$ cat config.mk
export PLATFORM = sky130hd
export DESIGN_NAME = pulse_scheduler
export DESIGN_NICKNAME = d
export VERILOG_FILES = /design/src/rtl/pulse_scheduler.sv
export SDC_FILE = /design/constraint.sdc
export NUM_CORES = 1
export LEC_CHECK = 0
export CAP_MARGIN = 20
export CORE_ASPECT_RATIO = 1.1
export CORE_MARGIN = 2
export CORE_UTILIZATION = 56
export DETAILED_ROUTE_END_ITERATION = 8
export HOLD_SLACK_MARGIN = 0.02
export PLACE_DENSITY = 0.86
export SYNTH_ARGS = -nofsm -noshare
export SYNTH_HDL_FRONTEND = slang
export SYNTH_SLANG_ARGS = --single-unit
export TNS_END_PERCENT = 20
$ cat constraint.sdc
create_clock -name CLOCK_10M -period 7.15 [get_ports CLOCK_10M]
set_input_delay 1.43 -clock CLOCK_10M [delete_from_list [all_inputs] [get_ports CLOCK_10M]]
set_output_delay 1.43 -clock CLOCK_10M [all_outputs]
set_load 0.05 [all_outputs]
$ cat src/rtl/pulse_scheduler.sv
// Frequency-sweep pulse scheduler: loads a frequency word per point, waits for
// the load to settle, then fires a burst of pulses before stepping to the next point.
module pulse_scheduler #(
  parameter int unsigned SETTLE_CYC  = 100,
  parameter logic [23:0] TIMEOUT_CYC = 24'd1000000
) (
  input  logic        CLOCK_10M,
  input  logic        RESET_N,
  input  logic        START,
  input  logic        ABORT,
  input  logic [31:0] F_START,
  input  logic [31:0] F_STEP,
  input  logic [7:0]  STEP_NUM,
  input  logic [7:0]  REPEAT,
  input  logic [31:0] CODE_IN,
  input  logic [7:0]  CODE_LEN_IN,
  input  logic [15:0] PULSE_LEN_IN,
  output logic [31:0] FREQW,
  output logic        FREQW_UPDATE,
  input  logic        FREQW_UPDATE_OVER,
  output logic [31:0] CODE,
  output logic [7:0]  CODE_LEN,
  output logic [15:0] PULSE_LEN,
  output logic        GEN,
  input  logic        GEN_OVER,
  output logic        BUSY,
  output logic        DONE,
  output logic        ERR,
  output logic [7:0]  STEP_IDX
);

  typedef enum logic [3:0] {
    S_IDLE,
    S_LOAD,
    S_WAIT_F_LO,
    S_WAIT_F_HI,
    S_SETTLE,
    S_FIRE,
    S_WAIT_G_LO,
    S_WAIT_G_HI,
    S_NEXT
  } state_t;

  localparam logic [31:0] SETTLE_LAST = (SETTLE_CYC == 0) ? 32'd0 : 32'(SETTLE_CYC - 1);

  state_t      r_state;
  state_t      w_state_nxt;

  logic [31:0] r_freqw;
  logic        r_freqw_update;
  logic [31:0] r_code;
  logic [7:0]  r_code_len;
  logic [15:0] r_pulse_len;
  logic        r_gen;
  logic        r_busy;
  logic        r_done;
  logic        r_err;
  logic [7:0]  r_step_idx;
  logic [7:0]  r_step_num;
  logic [7:0]  r_repeat;
  logic [31:0] r_f_step;
  logic [7:0]  r_pulse_cnt;
  logic [31:0] r_settle_cnt;
  logic [23:0] r_tmo_cnt;

  logic        w_tmo_hit;
  logic        w_start_run;
  logic        w_empty_done;
  logic        w_fire;
  logic        w_tmo_err;
  logic        w_pulse_dec;
  logic        w_last_done;
  logic        w_next_pt;

  // Hit on the last cycle of the allowed window so the exit edge lands exactly at TIMEOUT_CYC.
  assign w_tmo_hit = ({1'b0, r_tmo_cnt} + 25'd1) >= {1'b0, TIMEOUT_CYC};

  always_ff @(posedge CLOCK_10M or negedge RESET_N) begin
    if (!RESET_N) begin
      r_state <= S_IDLE;
    end else begin
      r_state <= w_state_nxt;
    end
  end

  always_comb begin
    w_state_nxt  = r_state;
    w_start_run  = 1'b0;
    w_empty_done = 1'b0;
    w_fire       = 1'b0;
    w_tmo_err    = 1'b0;
    w_pulse_dec  = 1'b0;
    w_last_done  = 1'b0;
    w_next_pt    = 1'b0;
    if (ABORT) begin
      w_state_nxt = S_IDLE;
    end else begin
      unique case (r_state)
        S_IDLE: begin
          if (START) begin
            if (STEP_NUM != 8'd0 && REPEAT != 8'd0) begin
              w_start_run = 1'b1;
              w_state_nxt = S_LOAD;
            end else begin
              w_empty_done = 1'b1;
            end
          end
        end
        S_LOAD: begin
          w_state_nxt = S_WAIT_F_LO;
        end
        S_WAIT_F_LO: begin
          if (!FREQW_UPDATE_OVER) begin
            w_state_nxt = S_WAIT_F_HI;
          end else if (w_tmo_hit) begin
            w_tmo_err   = 1'b1;
            w_state_nxt = S_IDLE;
          end
        end
        S_WAIT_F_HI: begin
          if (FREQW_UPDATE_OVER) begin
            w_state_nxt = (SETTLE_CYC == 0) ? S_FIRE : S_SETTLE;
          end else if (w_tmo_hit) begin
            w_tmo_err   = 1'b1;
            w_state_nxt = S_IDLE;
          end
        end
        S_SETTLE: begin
          if (r_settle_cnt == SETTLE_LAST) begin
            w_state_nxt = S_FIRE;
          end
        end
        S_FIRE: begin
          if (GEN_OVER) begin
            w_fire      = 1'b1;
            w_state_nxt = S_WAIT_G_LO;
          end else if (w_tmo_hit) begin
            w_tmo_err   = 1'b1;
            w_state_nxt = S_IDLE;
          end
        end
        S_WAIT_G_LO: begin
          if (!GEN_OVER) begin
            w_state_nxt = S_WAIT_G_HI;
          end else if (w_tmo_hit) begin
            w_tmo_err   = 1'b1;
            w_state_nxt = S_IDLE;
          end
        end
        S_WAIT_G_HI: begin
          if (GEN_OVER) begin
            w_pulse_dec = 1'b1;
            w_state_nxt = (r_pulse_cnt == 8'd1) ? S_NEXT : S_FIRE;
          end else if (w_tmo_hit) begin
            w_tmo_err   = 1'b1;
            w_state_nxt = S_IDLE;
          end
        end
        S_NEXT: begin
          if (r_step_idx == r_step_num - 8'd1) begin
            w_last_done = 1'b1;
            w_state_nxt = S_IDLE;
          end else begin
            w_next_pt   = 1'b1;
            w_state_nxt = S_LOAD;
          end
        end
        default: begin
          w_state_nxt = S_IDLE;
        end
      endcase
    end
  end

  always_ff @(posedge CLOCK_10M or negedge RESET_N) begin
    if (!RESET_N) begin
      r_freqw        <= '0;
      r_freqw_update <= 1'b0;
      r_code         <= '0;
      r_code_len     <= '0;
      r_pulse_len    <= '0;
      r_gen          <= 1'b0;
      r_busy         <= 1'b0;
      r_done         <= 1'b0;
      r_err          <= 1'b0;
      r_step_idx     <= '0;
      r_step_num     <= '0;
      r_repeat       <= '0;
      r_f_step       <= '0;
      r_pulse_cnt    <= '0;
      r_settle_cnt   <= '0;
      r_tmo_cnt      <= '0;
    end else begin
      // Strobes are registered from the next state so each lines up with its state cycle.
      r_freqw_update <= (w_state_nxt == S_LOAD);
      r_gen          <= w_fire;
      r_done         <= w_empty_done | w_last_done;

      if (w_state_nxt != r_state || r_state == S_IDLE) begin
        r_tmo_cnt <= '0;
      end else begin
        r_tmo_cnt <= r_tmo_cnt + 24'd1;
      end

      if (r_state == S_SETTLE && w_state_nxt == S_SETTLE) begin
        r_settle_cnt <= r_settle_cnt + 32'd1;
      end else begin
        r_settle_cnt <= '0;
      end

      if (w_start_run) begin
        r_step_num  <= STEP_NUM;
        r_repeat    <= REPEAT;
        r_f_step    <= F_STEP;
        r_code      <= CODE_IN;
        r_code_len  <= CODE_LEN_IN;
        r_pulse_len <= PULSE_LEN_IN;
        r_freqw     <= F_START;
        r_step_idx  <= '0;
        r_pulse_cnt <= REPEAT;
        r_err       <= 1'b0;
        r_busy      <= 1'b1;
      end

      if (w_pulse_dec) begin
        r_pulse_cnt <= r_pulse_cnt - 8'd1;
      end

      if (w_next_pt) begin
        r_step_idx  <= r_step_idx + 8'd1;
        r_freqw     <= r_freqw + r_f_step;
        r_pulse_cnt <= r_repeat;
      end

      if (w_tmo_err) begin
        r_err  <= 1'b1;
        r_busy <= 1'b0;
      end

      if (w_last_done || ABORT) begin
        r_busy <= 1'b0;
      end
    end
  end

  assign FREQW        = r_freqw;
  assign FREQW_UPDATE = r_freqw_update;
  assign CODE         = r_code;
  assign CODE_LEN     = r_code_len;
  assign PULSE_LEN    = r_pulse_len;
  assign GEN          = r_gen;
  assign BUSY         = r_busy;
  assign DONE         = r_done;
  assign ERR          = r_err;
  assign STEP_IDX     = r_step_idx;

endmodule

Word level (Yosys, flattened, before mapping). Cells that the tools add are included.

Register bits: 217. Bits in latches: 0. RAM bits: 0. Bits in read-only memories: 0. Word-level logic and storage cells: 105. Memories: 0.

Add/sub/neg operators: 7. Multiply operators: 0. Div/mod/pow operators: 0. Magnitude comparators: 1. Equal/unequal tests: 14. Shift-type cells: 0. Mux-type cells: 53. Bitwise operators: 1. Reduce and logical (&&, ||, !) cells: 12.

Operator list (number): two-way mux 32 bit (3); two-way mux 4 bit (11); two-way mux 8 bit (5); one-hot mux 4 bit (9 select lines) (1); adder 32 x 1 -> 32 bit, second input constant (1); adder 32 bit (1); equality test 32 x 7 -> 1 bit, second input constant (1); two-way mux 1 bit (31); adder 24 x 1 -> 25 bit, second input constant (1); greater-or-equal comparator 25 x 20 -> 1 bit, second input constant (1); adder 24 x 1 -> 24 bit, second input constant (1); two-way mux 24 bit (1); equality test 4 x 3 -> 1 bit, second input constant (5); nonzero test 8 bit (2); subtractor 8 x 1 -> 8 bit, second input constant (2); adder 8 x 1 -> 8 bit, second input constant (1); equality test 4 x 1 -> 1 bit, second input constant (2); equality test 4 x 2 -> 1 bit, second input constant (2); equality test 8 x 1 -> 1 bit, second input constant (1); equality test 8 bit (1); nonzero test 3 bit (2); equality test 4 bit, second input constant (1); zero test 4 bit (1); != test 4 bit (1); 6 further kinds (9).

Longest topological paths before layout.
Depth after elaboration: 9. Mapped depth: 14.

Worst setup path after synthesis. No wires, ideal clock.

Kind: input-to-reg. From: in REPEAT[6]. To: reg r_tmo_cnt[11]. Setup time: 123 ps. Data arrival time: 3307 ps. Setup slack: 3720 ps. Stages on the path: 11. Path buffers: 1. Cells stage by stage: nor4_1 -> nand2_1 -> nand2_1 -> nor3_1 -> a211o_1 -> nor3_1 -> o32ai_2 -> xnor2_1 -> a211oi_2 -> buf_4 -> nor3_2.

Longest elaborated chain between the ends: 9.

RTL lines: from (decl) (line 14) `input logic [7:0] REPEAT,`; nonzero test 8 bit (line 101) `if (STEP_NUM != 8'd0 && REPEAT != 8'd0) begin`; logical AND 1 bit (line 101); two-way mux 4 bit (line 101); two-way mux 4 bit (line 100) `if (START) begin`; one-hot mux 4 bit (9 select lines) (line 98) `unique case (r_state)`; two-way mux 4 bit (line 95) `if (ABORT) begin`; via w_state_nxt[0] (line 47) `state_t w_state_nxt;`; != test 4 bit (line 199) `if (w_state_nxt != r_state || r_state == S_IDLE) begin`; logical OR 1 bit (line 199); two-way mux 24 bit (line 199); to (signal assigned) (line 202) `r_tmo_cnt <= r_tmo_cnt + 24'd1;`; to (decl) (line 64) `logic [23:0] r_tmo_cnt;`.

The timed path passes the listed nets, and every way through them passes these cells. A chain may end at the register's enable or synchronous reset.

Worst setup path after layout.
From: in REPEAT[2]. To: reg r_tmo_cnt[19].

Same word-level chain as after synthesis.

==> results.py <==
metrics = {
    "power_and_ir_drop": {
        "p_int_uw": 3370,
        "powerDensity_nw_per_um2": 391,
        "seq_power_share_pct": 30.9,
        "pwr-share-clk_pct": 20.5,
        "ir_worst_vdd_mv": 0.334,
        "p_sw_share_pct": 43.2,
        "power_frac_comb_pct": 48.6,
        "p_switching_uw": 2570,
        "p_leak_uw": 0.00688,
    },
    "timing": {
        "period_needed_ps": 4230,
        "slew_headroom_pct": 31.0,
        "timing.fmax_ghz": 0.236,
        "skew_ps": 9.65,
        "worst_pin_slew_ps": 1040,
        "worst_hold_slack_ps": 471,
        "drv_slew": 0,
        "timing.final.crit_share_pct": 59.2,
        "setup_slack_ps": 2920,
        "finalHoldViolations": 0,
        "setup_viol_count_final": 0,
        "tns_ps": 0,
        "grt_setup_unrepaired": "false",
    },
    "global_route": {
        "grt_pass1_vias": 10600,
        "antenna_found_initial": 2,
        "grt_max_degree": 113,
        "gr-total-overflow": 0,
        "grt_pass1_wl_mm": 51.2,
        "grt_use_total_pct": 28.2,
    },
    "drt": {
        "finalWirelength_mm": 31.8,
        "viasPerCell": 5.77,
        "drtAntennaViolNets": 0,
        "wl_per_cell_um": 17.3,
        "drc": 0,
        "drtIter0Drc": 819,
        "via_count": 10600,
        "drtPass1Iterations": 7,
    },
    "synth": {
        "ys_seq_area_share_pct": 45.9,
        "ys_types": 77,
        "synth_compound_area_share_pct": 11.9,
        "syn_avg_cell_area_um2": 8.73,
        "synth_xor_area_share_pct": 7.03,
        "syn_nets": 1535,
        "synth_ff_type": "dfrtp_1",
        "synth_edf_count": 0,
        "synth_warnings": 0,
        "synth_simple_gate_area_share_pct": 26.1,
        "async_flop_share_pct": 100,
        "synthMuxAreaShare_pct": 1.17,
        "ys_ff_latch": 217,
        "syn-cell-area_um2": 11800,
        "synth_top_family_by_area": "simple AND/OR/NAND/NOR gates",
        "synth_fa_ha_area_share_pct": 4.08,
        "syn_inst": 1355,
    },
    "die": {
        "rows": 55,
        "io_pins": 243,
        "core-area_um2": 20600,
        "dieArea_um2": 22300,
        "dieHeight_um": 156,
        "die_w_um": 143,
        "start_util_pct": 57.3,
    },
    "critical_path": {
        "path_delay_family": "simple AND/OR/NAND/NOR gates",
        "crit_path_end_kind": "register",
        "worst_setup_path_start_kind": "input port",
        "slowest_delay_ps": 560,
        "crit_required_ps": 7560,
        "crit_path_top_delay_cell": "nor4_1",
        "crit_buf_inv": 2,
        "path_cells": "clkdlybuf4s50_1 > nor4_1 > nand2_1 > nand2_1 > nor3_1 > a211o_1 > nor3_1 > o32ai_2 > nor4_1 > a211oi_4 > buf_4 > a211oi_1",
        "worstSetupPathType": "in -> reg",
        "crit_arrival_ps": 4640,
        "path_max_fanout": 24,
    },
    "cts": {
        "numCtsBuffers": 23,
        "cts.sinks": 217,
        "clkSlewWorstSetupHoldPaths_ps": 60,
        "cts_tree": "yes",
        "cts-resized-gates": 0,
        "clkLatencyLatePin_ps": 520,
        "cts_max_level": 1,
        "cts_root_buffer": "clkbuf_16",
        "postCtsHoldBufs": 0,
        "cts_buffer_depth": 3,
        "cts_setup_buffers": 0,
    },
    "placed_design": {
        "hpwl_mm": 22.1,
        "gp_congestion": 0.907,
        "pre_cts_ws_ps": 2430,
        "port_buffers": 242,
    },
    "cells_and_area": {
        "layout.nets": 1747,
        "layout-drive-gt1-share_pct": 5.44,
        "syn2layout_area_growth_pct": 28.4,
    },
    "status": {
        "status": "completed",
    },
    "hold_path": {
        "min_path_type": "reg -> reg",
    },
    "job": {
        "cap_violations": 0,
    },
}
-- cells in the mapped netlist (5+ instances only) --
cell type | count | area [µm²]
a2111oi_0 | 5 | 43.8
o21bai_1 | 5 | 37.5
o21ai_0 | 45 | 225
nand3b_1 | 5 | 37.5
nand4_1 | 15 | 93.8
nand3_1 | 29 | 145
nor2b_1 | 8 | 50.1
nand2_1 | 386 | 1450
nor2_1 | 105 | 394
and2_1 | 5 | 31.3
a31oi_1 | 11 | 68.8
nor3_2 | 20 | 200
xnor2_1 | 47 | 412
a211oi_1 | 6 | 45.0
and3_1 | 16 | 100
nor4_1 | 22 | 138
a21o_1 | 15 | 113
dfrtp_1 | 217 | 5430
a22oi_1 | 6 | 45.0
nor3_1 | 24 | 120
clkbuf_1 | 41 | 154
buf_2 | 10 | 50.1
o211ai_1 | 5 | 37.5
nor4b_1 | 5 | 43.8
xor2_1 | 48 | 420
ha_1 | 37 | 463
inv_1 | 42 | 158
or3_1 | 10 | 62.6
nand2b_1 | 5 | 31.3
a21oi_1 | 56 | 280
o21a_1 | 7 | 52.6
buf_1 | 6 | 22.5
mux2i_1 | 6 | 60.1
a222oi_1 | 14 | 140
-- sequential cells by signal (all words and copies together), names as in the netlist --
name and cells:
r_repeat 8, DONE 1, r_settle_cnt 32, FREQW 32, r_pulse_cnt 8, BUSY 1
r_f_step 32, STEP_IDX 8, CODE 32, ERR 1, r_step_num 8, r_tmo_cnt 24
r_state 4, PULSE_LEN 16, FREQW_UPDATE 1, GEN 1, CODE_LEN 8
-- cell usage in the layout (no fill, tap or decap), types with 16 or more instances in the layout --
| cell type | netlist | final |
|---|---|---|
| a21oi_1 | 56 | 56 |
| and3_1 | 16 | 16 |
| clkbuf_16 | 0 | 23 |
| clkdlybuf4s50_1 | 0 | 241 |
| dfrtp_1 | 217 | 217 |
| ha_1 | 37 | 37 |
| inv_1 | 42 | 42 |
| nand2_1 | 386 | 386 |
| nand3_1 | 29 | 29 |
| nor2_1 | 105 | 105 |
| nor3_1 | 24 | 23 |
| nor3_2 | 20 | 21 |
| nor4_1 | 22 | 21 |
| o21ai_0 | 45 | 45 |
| xnor2_1 | 47 | 47 |
| xor2_1 | 48 | 48 |
-- worst reg2reg max path, delay by kind of cell, from the launching register on --
family | cells | cell delay [ps]
fa+ha+maj | 2 | 630
mux | 1 | 370
buf+inv | 1 | 70
simple gates | 3 | 820
flops | 1 | 390
compound gates | 5 | 1570
-- routing by layer --
| layer | global-route usage (%) | routed length, µm |
|---|---|---|
| met1 | 34.0 | 12700 |
| met3 | 6.55 | 2460 |
| met2 | 49.0 | 15500 |
| met4 | 11.3 | 1230 |
| met5 | 0 | 0 |
-- metrics by stage --
stage	utilization, %	std cells	cell area, µm²	power (µW)
6_report	73.6	1838	15200	5940
5_1_grt	73.6	1836	15200	6280
4_1_cts	73.4	1835	15200	5940
3_5_place_dp	69.7	1797	14400	4690
3_3_place_gp	69.6	1796	14400	4620
2_1_floorplan	-	1355	11800	3810
-- cells by family after synthesis --
family / count (synthesis)
and+or+nand+nor: 676
DFF: 217
muxes: 13
xor gates and xnor gates: 95
AOI/OAI and AO/OA: 208
buffers and inverters: 108
adders and majority gates: 38
-- layout make-up --
class,instances,area [µm²]
multi-input cells,1030,5970
fillers,1479,5450
flip-flops and latches,217,5430
repair buffers,252,2540
clock buffers,29,638
well taps,256,320
inverters,43,161
clock inverters,9,124
diodes,2,5.00
-- power groups by stage --
| stage | Clock [µW] | Combinational, µW | Sequential, µW |
|---|---|---|---|
| after floorplan | 0 | 1310 | 2500 |
| after global placement | 0 | 2790 | 1830 |
| after detailed placement | 0 | 2850 | 1840 |
| after CTS | 1240 | 2870 | 1830 |
| after global routing | 1290 | 3120 | 1870 |
| final | 1220 | 2890 | 1840 |
-- final timing paths --
| path | slack (ps) | cells past startpoint | from | end |
|---|---|---|---|---|
| max | 2920 | 12 | REPEAT[2] | r_tmo_cnt[19] |
| min | 470 | 2 | CODE[17] | CODE[17] |
| max reg2reg | 3240 | 12 | FREQW[0] | FREQW[28] |
| min reg2reg | 470 | 2 | CODE[17] | CODE[17] |
| max in group asynchronous | 4680 | 2 | RESET_N | CODE[2] |
| min in group asynchronous | 950 | 1 | RESET_N | r_tmo_cnt[19] |
(Power assumes the default switching activity.)
